--- src/rtl/sprite_anim_mapper.sv ---
// sprite_anim_mapper: scaled animated sprite hit test, ROM addressing and registered pixel output
// Ports: vga_clk/reset_n clock and async active-low reset; DrawX/DrawY/blank/frame_start video timing;
// pos_x/pos_y sprite position; anim_en/anim_restart animation control; rom_address/rom_q sprite ROM;
// palette_index/palette_rgb palette lookup; red/green/blue/sprite_on registered pixel (latency 2).
module sprite_anim_mapper #(
  parameter int SPR_W = 21,
  parameter int SPR_H = 45,
  parameter int FRAMES = 4,
  parameter int SCALE_LOG2 = 2,
  parameter int FRAME_TICKS = 8,
  parameter int ADDR_W = 13,
  parameter int IDX_W = 5,
  parameter int TRANSPARENT_IDX = 0
) (
  input  logic              vga_clk,
  input  logic              reset_n,
  input  logic [9:0]        DrawX,
  input  logic [9:0]        DrawY,
  input  logic              blank,
  input  logic              frame_start,
  input  logic [9:0]        pos_x,
  input  logic [9:0]        pos_y,
  input  logic              anim_en,
  input  logic              anim_restart,
  output logic [ADDR_W-1:0] rom_address,
  input  logic [IDX_W-1:0]  rom_q,
  output logic [IDX_W-1:0]  palette_index,
  input  logic [11:0]       palette_rgb,
  output logic [3:0]        red,
  output logic [3:0]        green,
  output logic [3:0]        blue,
  output logic              sprite_on
);
  localparam int FW = FRAMES > 1 ? $clog2(FRAMES) : 1;
  localparam int TW = FRAME_TICKS > 1 ? $clog2(FRAME_TICKS) : 1;
  localparam logic [10:0] W_PIX = 11'(SPR_W << SCALE_LOG2);
  localparam logic [10:0] H_PIX = 11'(SPR_H << SCALE_LOG2);
  typedef enum logic {IDLE, RUN} state_t;
  state_t state, state_n;
  logic [FW-1:0] frame, frame_n;
  logic [TW-1:0] tick, tick_n;
  logic [9:0] cur_x, cur_y;
  logic [10:0] dx, dy;
  logic hit, hit_d, blank_d, show;
  // Unsigned 11-bit differences; the >= tests reject the wrapped values so no left/top wrap-around.
  assign dx = {1'b0, DrawX} - {1'b0, cur_x};
  assign dy = {1'b0, DrawY} - {1'b0, cur_y};
  assign hit = DrawX >= cur_x && dx < W_PIX && DrawY >= cur_y && dy < H_PIX;
  assign rom_address = hit ? ADDR_W'(frame) * ADDR_W'(SPR_W * SPR_H)
                           + ADDR_W'(dy >> SCALE_LOG2) * ADDR_W'(SPR_W)
                           + ADDR_W'(dx >> SCALE_LOG2) : '0;
  assign palette_index = rom_q;
  assign show = blank_d && hit_d && rom_q != IDX_W'(TRANSPARENT_IDX);
  always_comb begin
    state_n = anim_en ? RUN : IDLE;
    tick_n = tick;
    frame_n = frame;
    if (anim_restart) begin
      tick_n = '0;
      frame_n = '0;
    end else if (state == RUN && frame_start) begin
      tick_n = tick == TW'(FRAME_TICKS - 1) ? '0 : tick + 1'b1;
      if (tick == TW'(FRAME_TICKS - 1)) frame_n = frame == FW'(FRAMES - 1) ? '0 : frame + 1'b1;
    end
  end
  always_ff @(posedge vga_clk or negedge reset_n) begin
    if (!reset_n) begin
      state <= IDLE;
      tick <= '0;
      frame <= '0;
      cur_x <= '0;
      cur_y <= '0;
      hit_d <= 1'b0;
      blank_d <= 1'b0;
      sprite_on <= 1'b0;
      {red, green, blue} <= '0;
    end else begin
      state <= state_n;
      tick <= tick_n;
      frame <= frame_n;
      if (frame_start) begin
        cur_x <= pos_x;
        cur_y <= pos_y;
      end
      hit_d <= hit;
      blank_d <= blank;
      sprite_on <= show;
      {red, green, blue} <= show ? palette_rgb : '0;
    end
  end
endmodule

--- config.mk ---
export PLATFORM = sky130hd
export DESIGN_NAME = sprite_anim_mapper
export DESIGN_NICKNAME = d
export VERILOG_FILES = /design/src/rtl/sprite_anim_mapper.sv
export SDC_FILE = /design/constraint.sdc
export NUM_CORES = 1
export LEC_CHECK = 0
export CORE_MARGIN = 2
export CORE_UTILIZATION = 30
export DETAILED_ROUTE_END_ITERATION = 6
export GPL_ROUTABILITY_DRIVEN = 0
export SYNTH_ARGS = -nofsm -noshare
export SYNTH_HDL_FRONTEND = slang
export SYNTH_SLANG_ARGS = --single-unit
--- constraint.sdc ---
create_clock -name vga_clk -period 14 [get_ports vga_clk]
set_clock_uncertainty 0.05 [all_clocks]
set_input_delay 2.1 -clock vga_clk [delete_from_list [all_inputs] [get_ports vga_clk]]
set_output_delay 2.1 -clock vga_clk [all_outputs]
set_load 0.01 [all_outputs]
; ---- Word-level counts from Yosys, hierarchy flattened
; Cells that the tools add are included.
[totals]
ff_bits = 41
out_inout_bits = 31
[classes]
add_sub_neg = 6
multipliers = 2
n_lt_le_gt_ge = 4
n_eq_ne = 2
n_mux = 10
reduce_logical = 10
[ops]
columns = cell, n
row1 = $sub A10 B10 Y11, 2
row2 = $ge A10 B10 Y1, 2
row3 = $add A12 B13 Y13, 1
row4 = $add A13 B9 Y13, 1
row5 = $mul A9 B5 Y13 const B, 1
row6 = $mux W13, 1
row7 = $mul A2 B10 Y12 const B, 1
row8 = $mux W12, 1
row9 = $lt A11 B7 Y1 const B, 1
row10 = $lt A11 B8 Y1 const B, 1
row11 = $mux W3, 3
row12 = $mux W2, 4
row13 = $logic_and A1 B1 Y1, 6
row14 = $reduce_bool A5 Y1, 1
row15 = $reduce_bool A2 Y1, 2
row16 = $add A3 B1 Y3 const B, 1
row17 = $eq A3 B3 Y1 const B, 1
row18 = $add A2 B1 Y2 const B, 1
row19 = $eq A2 B2 Y1 const B, 1
row20 = $reduce_and A2 Y1, 1
row21 = $mux W1, 1

; ---- Longest topological paths before layout
; Gate-level depths: netlist of the first run.
[logic_depth]
ltp_word = 6
ltp_mapped = 23
mapped_depth_nobuf = 23

; ---- Least setup slack after synthesis of the first run
; OpenSTA, ideal clock, no wires.
[synth_timing]
path_kind = input -> output
from = input DrawY[1]
to = output rom_address[12]
arrival_time_ps = 7028
required_time_ps = 11850
path_slack_ps = 4822
path_stages = 19
n_path_buf = 0
cell_sequence = ha_1 -> nor2b_4 -> o31a_4 -> o21ai_2 -> o21ai_0 -> nor2_1 -> xnor2_1 -> ha_1 -> fa_1 -> fa_1 -> inv_1 -> fa_1 -> inv_1 -> ha_1 -> or3_1 -> o211a_1 -> o21a_1 -> o21a_1 -> nor4_1
[synth_via]
elab_chain_cells = 5
[synth_rtl]
columns = item, line_no
row1 = from (decl), 18  ; input logic [9:0] DrawY,
row2 = $sub A10 B10 Y11, 47  ; assign dy = {1'b0, DrawY} - {1'b0, cur_y};
row3 = $mul A9 B5 Y13, 50  ; + ADDR_W'(dy >> SCALE_LOG2) * ADDR_W'(SPR_W)
row4 = $add A12 B13 Y13, 50
row5 = $add A13 B9 Y13, 51  ; + ADDR_W'(dx >> SCALE_LOG2) : '0;
row6 = $mux W13 (*), 49  ; assign rom_address = hit ? ADDR_W'(frame) * ADDR_W'(SPR_W * SPR_H)
row7 = to (decl), 25  ; output logic [ADDR_W-1:0] rom_address,
; Mark *: on every way between the ends. The rest lies on a longest branch, timed or not.

; ---- Final worst setup path of the first run
; Same ends and word-level chain as after synthesis.

==> reports/results.ini, run 1 <==
[status]
status = complete, no violations

[floorplanning]
start_util = 0.309
io_pins = 94
die_y_um = 121
std_cell_rows = 42
fp.coreArea_mm2 = 0.0133
dieArea_mm2 = 0.0147
die_w_um = 121

[logic_synthesis]
yosysSeqAreaShare = 0.249
netlist_area_mm2 = 0.00413
synthesis.nets = 596
synth_cells = 449
async_reset_ff_frac = 1.00
synth_edf_count = 0
ys_dominant_reg_cell = dfrtp_1
synth_cell_types = 61
yosys_warnings = 0
syn_avg_cell_area_um2 = 9.19
ys_ff_latch = 41

[timing]
tightest_slew_ns = 0.981
slew_violations = 0
period_share = 0.737
hold_viol = 0
fin_crit_ns = 10.32
fmaxAchievable_mhz = 96.9
rsz0062_at_grt = false
tns_ns = 0
relSlewSlack = 0.346
setup_viol = 0

[critical_path]
path_buf_inv = 4
cp-start-kind = primary input
path_cells = clkdlybuf4s50_1 > ha_1 > nor2b_4 > o31a_4 > o21ai_2 > o21ai_0 > nor2_1 > xnor2_1 > ha_1 > fa_1 > fa_1 > inv_1 > fa_1 > inv_1 > ha_1 > or3_1 > o211a_1 > o21a_1 > o21a_1 > nor4_1 > clkdlybuf4s50_1
path_class = primary input to output port
critical-path-slowest-cell = clkdlybuf4s50_1
cp.depth = 21
required_ns = 11.85
r2r_cells = 9
crit_fanout = 6
critPathCaptureType = output port
cp_top_family = adder cells
critical-path-max-stage-delay_ns = 0.59
arrival_ns = 8.17

[job]
cap_violations = 0

[cells_and_area]
fin_cells = 711
layout-drive-gt1-share = 0.0692
nets = 681
syn_to_final_growth_pct = 29.4
diodes = 0

[global_routing]
grt_pass1_vias = 3305
antenna_found_initial = 0
overflow = 0
grt_pass1_wl_um = 15300
grt_max_degree = 43
grt_usage = 0.130

[placement]
post-dp-hpwl_um = 7890
io_buffers = 93
dp_cells = 703

[power_and_ir_drop]
power_density_mw_per_mm2 = 198
p_leak_nw = 2.46
max-vdd-ir-drop_mv = 0.0988

[worst_hold_path]
whs_path_depth = 1
min_path_type = flip-flop to flip-flop

[clocking]
cts-resized-gates = 0
cts_buffers = 5
clock_sinks = 41
clkLatencyLatePin_ns = 0.28
post-cts-setup-buffers = 0
cts_tree = yes
cts_max_level = 2
cts-root-buf = clkbuf_16
postCtsHoldBufs = 0
clockBufferDepth = 2
cts.reportedPaths.clkPinSlew_ns = 0.06

[routing]
first_pass_iters = 4
drc = 0
drtIter0Drc = 66
wl_per_cell_um = 13.1
drt-total-wl_um = 9330
vias = 3295
antenna_left = 0
via_per_inst = 4.63

-- cell type report --
| class | instances | area, um2 |
|---|---|---|
| repair buffers | 94 | 933 |
| multi-input cells | 322 | 2740 |
| well taps | 176 | 220 |
| inverters | 70 | 263 |
| flip-flops and latches | 41 | 1030 |
| clock inverters | 2 | 13.8 |
| fillers | 1364 | 8010 |
| clock buffers | 6 | 139 |
-- state kept, by name, summed over array words and instances (netlist names) --
signal and cells:
cur_x 10, cur_y 10, blue 4, green 4
red 4, tick 3, frame 2, blank_d 1
hit_d 1, sprite_on 1, state 1
-- cells by family (layout without fill, tap and decap cells) --
group | Yosys count | count (layout) | share of synthesized area
buffers and inverters | 86 | 172 | 0.0867
multiplexers | 3 | 3 | 0.00788
AO/OA/AOI/OAI | 94 | 94 | 0.158
adder cells (fa/ha/maj) | 84 | 84 | 0.291
flip-flops | 41 | 41 | 0.249
AND/OR/NAND/NOR | 117 | 117 | 0.157
XOR/XNOR | 24 | 24 | 0.0509
-- synth_stat cells, types with 2 or more instances --
master | count | area (um2)
o21ai_2 | 2 | 17.5
or3_1 | 7 | 43.8
nor2b_1 | 5 | 31.3
buf_4 | 5 | 37.5
a21oi_2 | 3 | 26.3
buf_6 | 2 | 22.5
ha_1 | 64 | 801
o2111a_1 | 2 | 22.5
a21o_1 | 3 | 22.5
nor3_2 | 7 | 70.1
xnor2_1 | 16 | 140
nor3_1 | 11 | 55.1
o31ai_1 | 4 | 30.0
nand2b_1 | 2 | 12.5
or2_2 | 2 | 12.5
and2_1 | 14 | 87.6
a211oi_1 | 2 | 15.0
dfrtp_1 | 41 | 1030
clkbuf_1 | 7 | 26.3
a21oi_1 | 19 | 95.1
inv_1 | 70 | 263
fa_1 | 20 | 400
xor2_1 | 8 | 70.1
nor4_1 | 3 | 18.8
nor3b_2 | 2 | 25.0
nand2_1 | 28 | 105
nor2_1 | 23 | 86.3
o21ai_1 | 3 | 15.0
o21a_1 | 9 | 67.6
mux2_2 | 2 | 22.5
o21ai_0 | 28 | 140
nand3_1 | 5 | 25.0
a31o_2 | 2 | 17.5
-- per-stage QoR --
stage	util	worst slack, ns	hold slack [ns]	cell area, um2	power (mW)
CTS	0.400	3.64	0.473	5340	1.07
global placement	0.388	3.81	0.448	5180	0.937
global route	0.400	3.33	0.499	5340	1.19
detailed placement	0.388	3.66	0.459	5180	0.945
finish	0.400	3.68	0.472	5340	1.06
floorplan	-	4.82	0.435	4130	0.794
-- worst reg2reg max path: cells and delay by family, from the launching register on --
family	cells	cell delay, ns
adder cells (fa/ha/maj)	1	0.22
flip-flops	1	0.36
AND/OR/NAND/NOR	3	0.71
AO/OA/AOI/OAI	4	1.12
buffers and inverters	1	0.07
-- per-layer routing --
layer	global-route usage	wire, um	up-vias
met2	0.227	4670	54
met5	0	0	-
li1	-	-	1678
met3	0.0103	206	9
met4	0.0352	115	0
met1	0.171	4340	1554
-- worst paths after layout --
path	startpoint	to	slack, ns
worst max-delay path	DrawY[1]	rom_address[12]	3.68
worst max register to register	cur_x[1]	hit_d	11.32
worst min register to register	cur_x[0]	cur_x[0]	0.47
max in group asynchronous	reset_n	cur_y[6]	11.46
worst min-delay path	cur_x[0]	cur_x[0]	0.47
min in group asynchronous	reset_n	green[0]	1.89
-- cells in the final DEF, fill, tap and decap left out, drive strengths merged, types with 3 or more instances in the layout --
cell type      Yosys  layout
o31ai              5       5
fa                20      20
nor4               3       3
dfrtp             41      41
nor2              23      23
xnor2             16      16
a21oi             22      22
nor3b              3       3
and2              14      14
nand2             28      28
o21ai             33      33
clkbuf             7       6
nor3              18      18
xor2               8       8
a21o               3       3
inv               70      70
ha                64      64
clkdlybuf4s50      0      92
or3                7       7
o21a              10      10
nor2b              7       7
nand3              5       5
-- report_power, final --
part           switching [mW]  internal, mW  leakage, nW
Combinational           0.445         0.367         1.85
Sequential            0.00190         0.124        0.530
Clock                  0.0458        0.0708       0.0768
(Power assumes the default switching activity.)
==> inputs of run 2 (changes only) <==
Clock period 14 ns to 8.89 ns, I/O delays scaled along.
==> reports/results.ini, run 2 (same netlist as run 1, synthesis figures left out) <==
[power_and_ir_drop]
netSwitchingFraction = 0.466  ; -0.000745
totalPowerFinal_mw = 1.66  ; +57%
power_density_mw_per_mm2 = 311  ; +57%
max-vdd-ir-drop_mv = 0.162  ; +64%
p_leak_nw = 2.46  ; about the same
p_clk_frac = 0.112  ; about the same
seq_power_share = 0.120  ; about the same
switching_power_uw = 775  ; +57%
power_frac_comb = 0.769  ; about the same
p_int_uw = 886  ; +58%

[cells_and_area]
nets = 681  ; unchanged
syn_to_final_growth_pct = 29.4  ; about the same
diodes = 0  ; unchanged
final_cell_mix = clkdlybuf4s50_1 (92), inv_1 (70), ha_1 (64)
reg_top3 = cur_x (10), cur_y (10)
layout_commonest_cell = clkdlybuf4s50_1
layout-drive-gt1-share = 0.0710  ; +0.00187
fin_area_mm2 = 0.00534  ; about the same
fin_cells = 711  ; unchanged

[timing]
fmaxAchievable_mhz = 116
tightest_slew_ns = 1.01  ; +0.0337 ns
relSlewSlack = 0.324  ; -0.0225
fin_crit_ns = 8.64
period_share = 0.972
slew_violations = 0  ; unchanged
tns_ns = 0  ; unchanged
setup_viol = 0  ; unchanged
hold_viol = 0  ; unchanged
rsz0062_at_grt = false
worst_slack_ns = 0.246  ; -3.43 ns

[routing]
route.met3.wl_um = 268  ; +30%
drt-total-wl_um = 9330  ; about the same
top_layer = met4
first_pass_iters = 4  ; unchanged
wl_per_cell_um = 13.1  ; about the same
drc = 0  ; unchanged
vias = 3279  ; -0.49%
drtIter0Drc = 96  ; +45%
wl_met1_um = 4260  ; -1.9%
via_per_inst = 4.61  ; -0.49%
met2_length_um = 4660  ; -0.24%
antenna_left = 0  ; unchanged

[critical_path]
crit_path_start = DrawY[1]
critPathCaptureType = output port
critical-path-slowest-cell = clkdlybuf4s50_1
worstReg2RegStart = cur_x[1]
cp-start-kind = primary input
path_cells = clkdlybuf4s50_1 > ha_1 > nor2b_4 > o31a_4 > o21ai_2 > o21ai_1 > nor2_2 > xnor2_1 > ha_1 > fa_1 > fa_1 > inv_1 > fa_1 > inv_1 > ha_1 > or3_1 > o211a_1 > o21a_1 > o21a_1 > nor4_1 > clkdlybuf4s50_1
path_class = primary input to output port
arrival_ns = 7.26  ; -0.91 ns
critical-path-max-stage-delay_ns = 0.59  ; about the same
required_ns = 7.51  ; -4.34 ns
crit_fanout = 6  ; unchanged

[placement]
io_buffers = 93  ; unchanged
dpl_cell_area_mm2 = 0.00518  ; unchanged
post-dp-hpwl_um = 7900  ; +0.22%
dpl_worst_slack_ns = 0.0734  ; -3.59 ns
dp_cells = 703  ; unchanged

[global_routing]
grt_max_degree = 43  ; unchanged
grt_usage = 0.129  ; -0.000796
overflow = 0  ; unchanged
grt_pass1_wl_um = 15100  ; -0.72%
grt_pass1_vias = 3307  ; +0.061%
antenna_found_initial = 0  ; unchanged

[clocking]
clock_sinks = 41  ; unchanged
clkLatencyLatePin_ns = 0.28  ; about the same
postCtsHoldBufs = 0  ; unchanged
clockBufferDepth = 2  ; unchanged
cts.reportedPaths.clkPinSlew_ns = 0.06  ; about the same
cts-root-buf = clkbuf_16
cts_max_level = 2  ; unchanged
post-cts-setup-buffers = 0  ; unchanged
cts_tree = yes
cts_buffers = 5  ; unchanged

[floorplanning]
fp.coreArea_mm2 = 0.0133  ; unchanged
std_cell_rows = 42  ; unchanged
die_y_um = 121  ; unchanged
start_util = 0.309  ; unchanged
io_pins = 94  ; unchanged
dieArea_mm2 = 0.0147  ; unchanged
die_w_um = 121  ; unchanged

[worst_hold_path]
hold_start = cur_x[0]
min_path_type = flip-flop to flip-flop

[status]
status = complete, no violations

[job]
cap_violations = 0  ; unchanged

run 2: power groups by stage:
stage / Sequential (mW) / Clock, mW / Combinational, mW
after floorplan: 0.202 / 0 / 1.05
after global placement: 0.202 / 0 / 1.27
after detailed placement: 0.202 / 0 / 1.28
after CTS: 0.199 / 0.190 / 1.30
after global routing: 0.200 / 0.197 / 1.49
final: 0.199 / 0.185 / 1.28
run 2: routing by layer:
layer,up-vias,track usage
li1,1684,-
met1,1533,0.165
met2,51,0.228
met3,11,0.0132
met4,0,0.0388
met5,-,0
run 2: worst max-delay path: cells and delay by family:
kind | cells | cell delay [ns]
AND/OR/NAND/NOR | 4 | 0.92
buffers and inverters | 4 | 1.09
AO/OA/AOI/OAI | 6 | 1.29
adder cells (fa/ha/maj) | 6 | 2.40
XOR/XNOR | 1 | 0.22
run 2: path summary, 6_finish.rpt:
path | to | slack (ns) | cells past startpoint
worst min register to register | cur_x[0] | 0.47 | 1
worst max-delay path | rom_address[12] | 0.25 | 21
max in group asynchronous | frame[1] | 7.12 | 1
worst max register to register | hit_d | 6.16 | 9
min in group asynchronous | green[0] | 1.12 | 1
worst min-delay path | cur_x[0] | 0.47 | 1
run 2: final cells by class:
type,instances,area (um2)
clock buffers,6,139
flip-flops and latches,41,1030
fillers,1358,8010
well taps,176,220
multi-input cells,322,2750
inverters,70,263
clock inverters,2,13.8
repair buffers,94,933
run 2: timing repair:
| item | 4_1_cts | 5_1_grt |
|---|---|---|
| endpoints found under the setup margin | 0 | 1 |
| hold endpoints to repair | 0 | 0 |
| gates resized for setup | 0 | 2 |
run 2: metrics by stage:
step,utilization,hold WS [ns]
6_report,0.400,0.471
3_5_place_dp,0.388,0.459
5_1_grt,0.400,0.499
3_3_place_gp,0.388,0.448
4_1_cts,0.400,0.473
2_1_floorplan,-,0.435
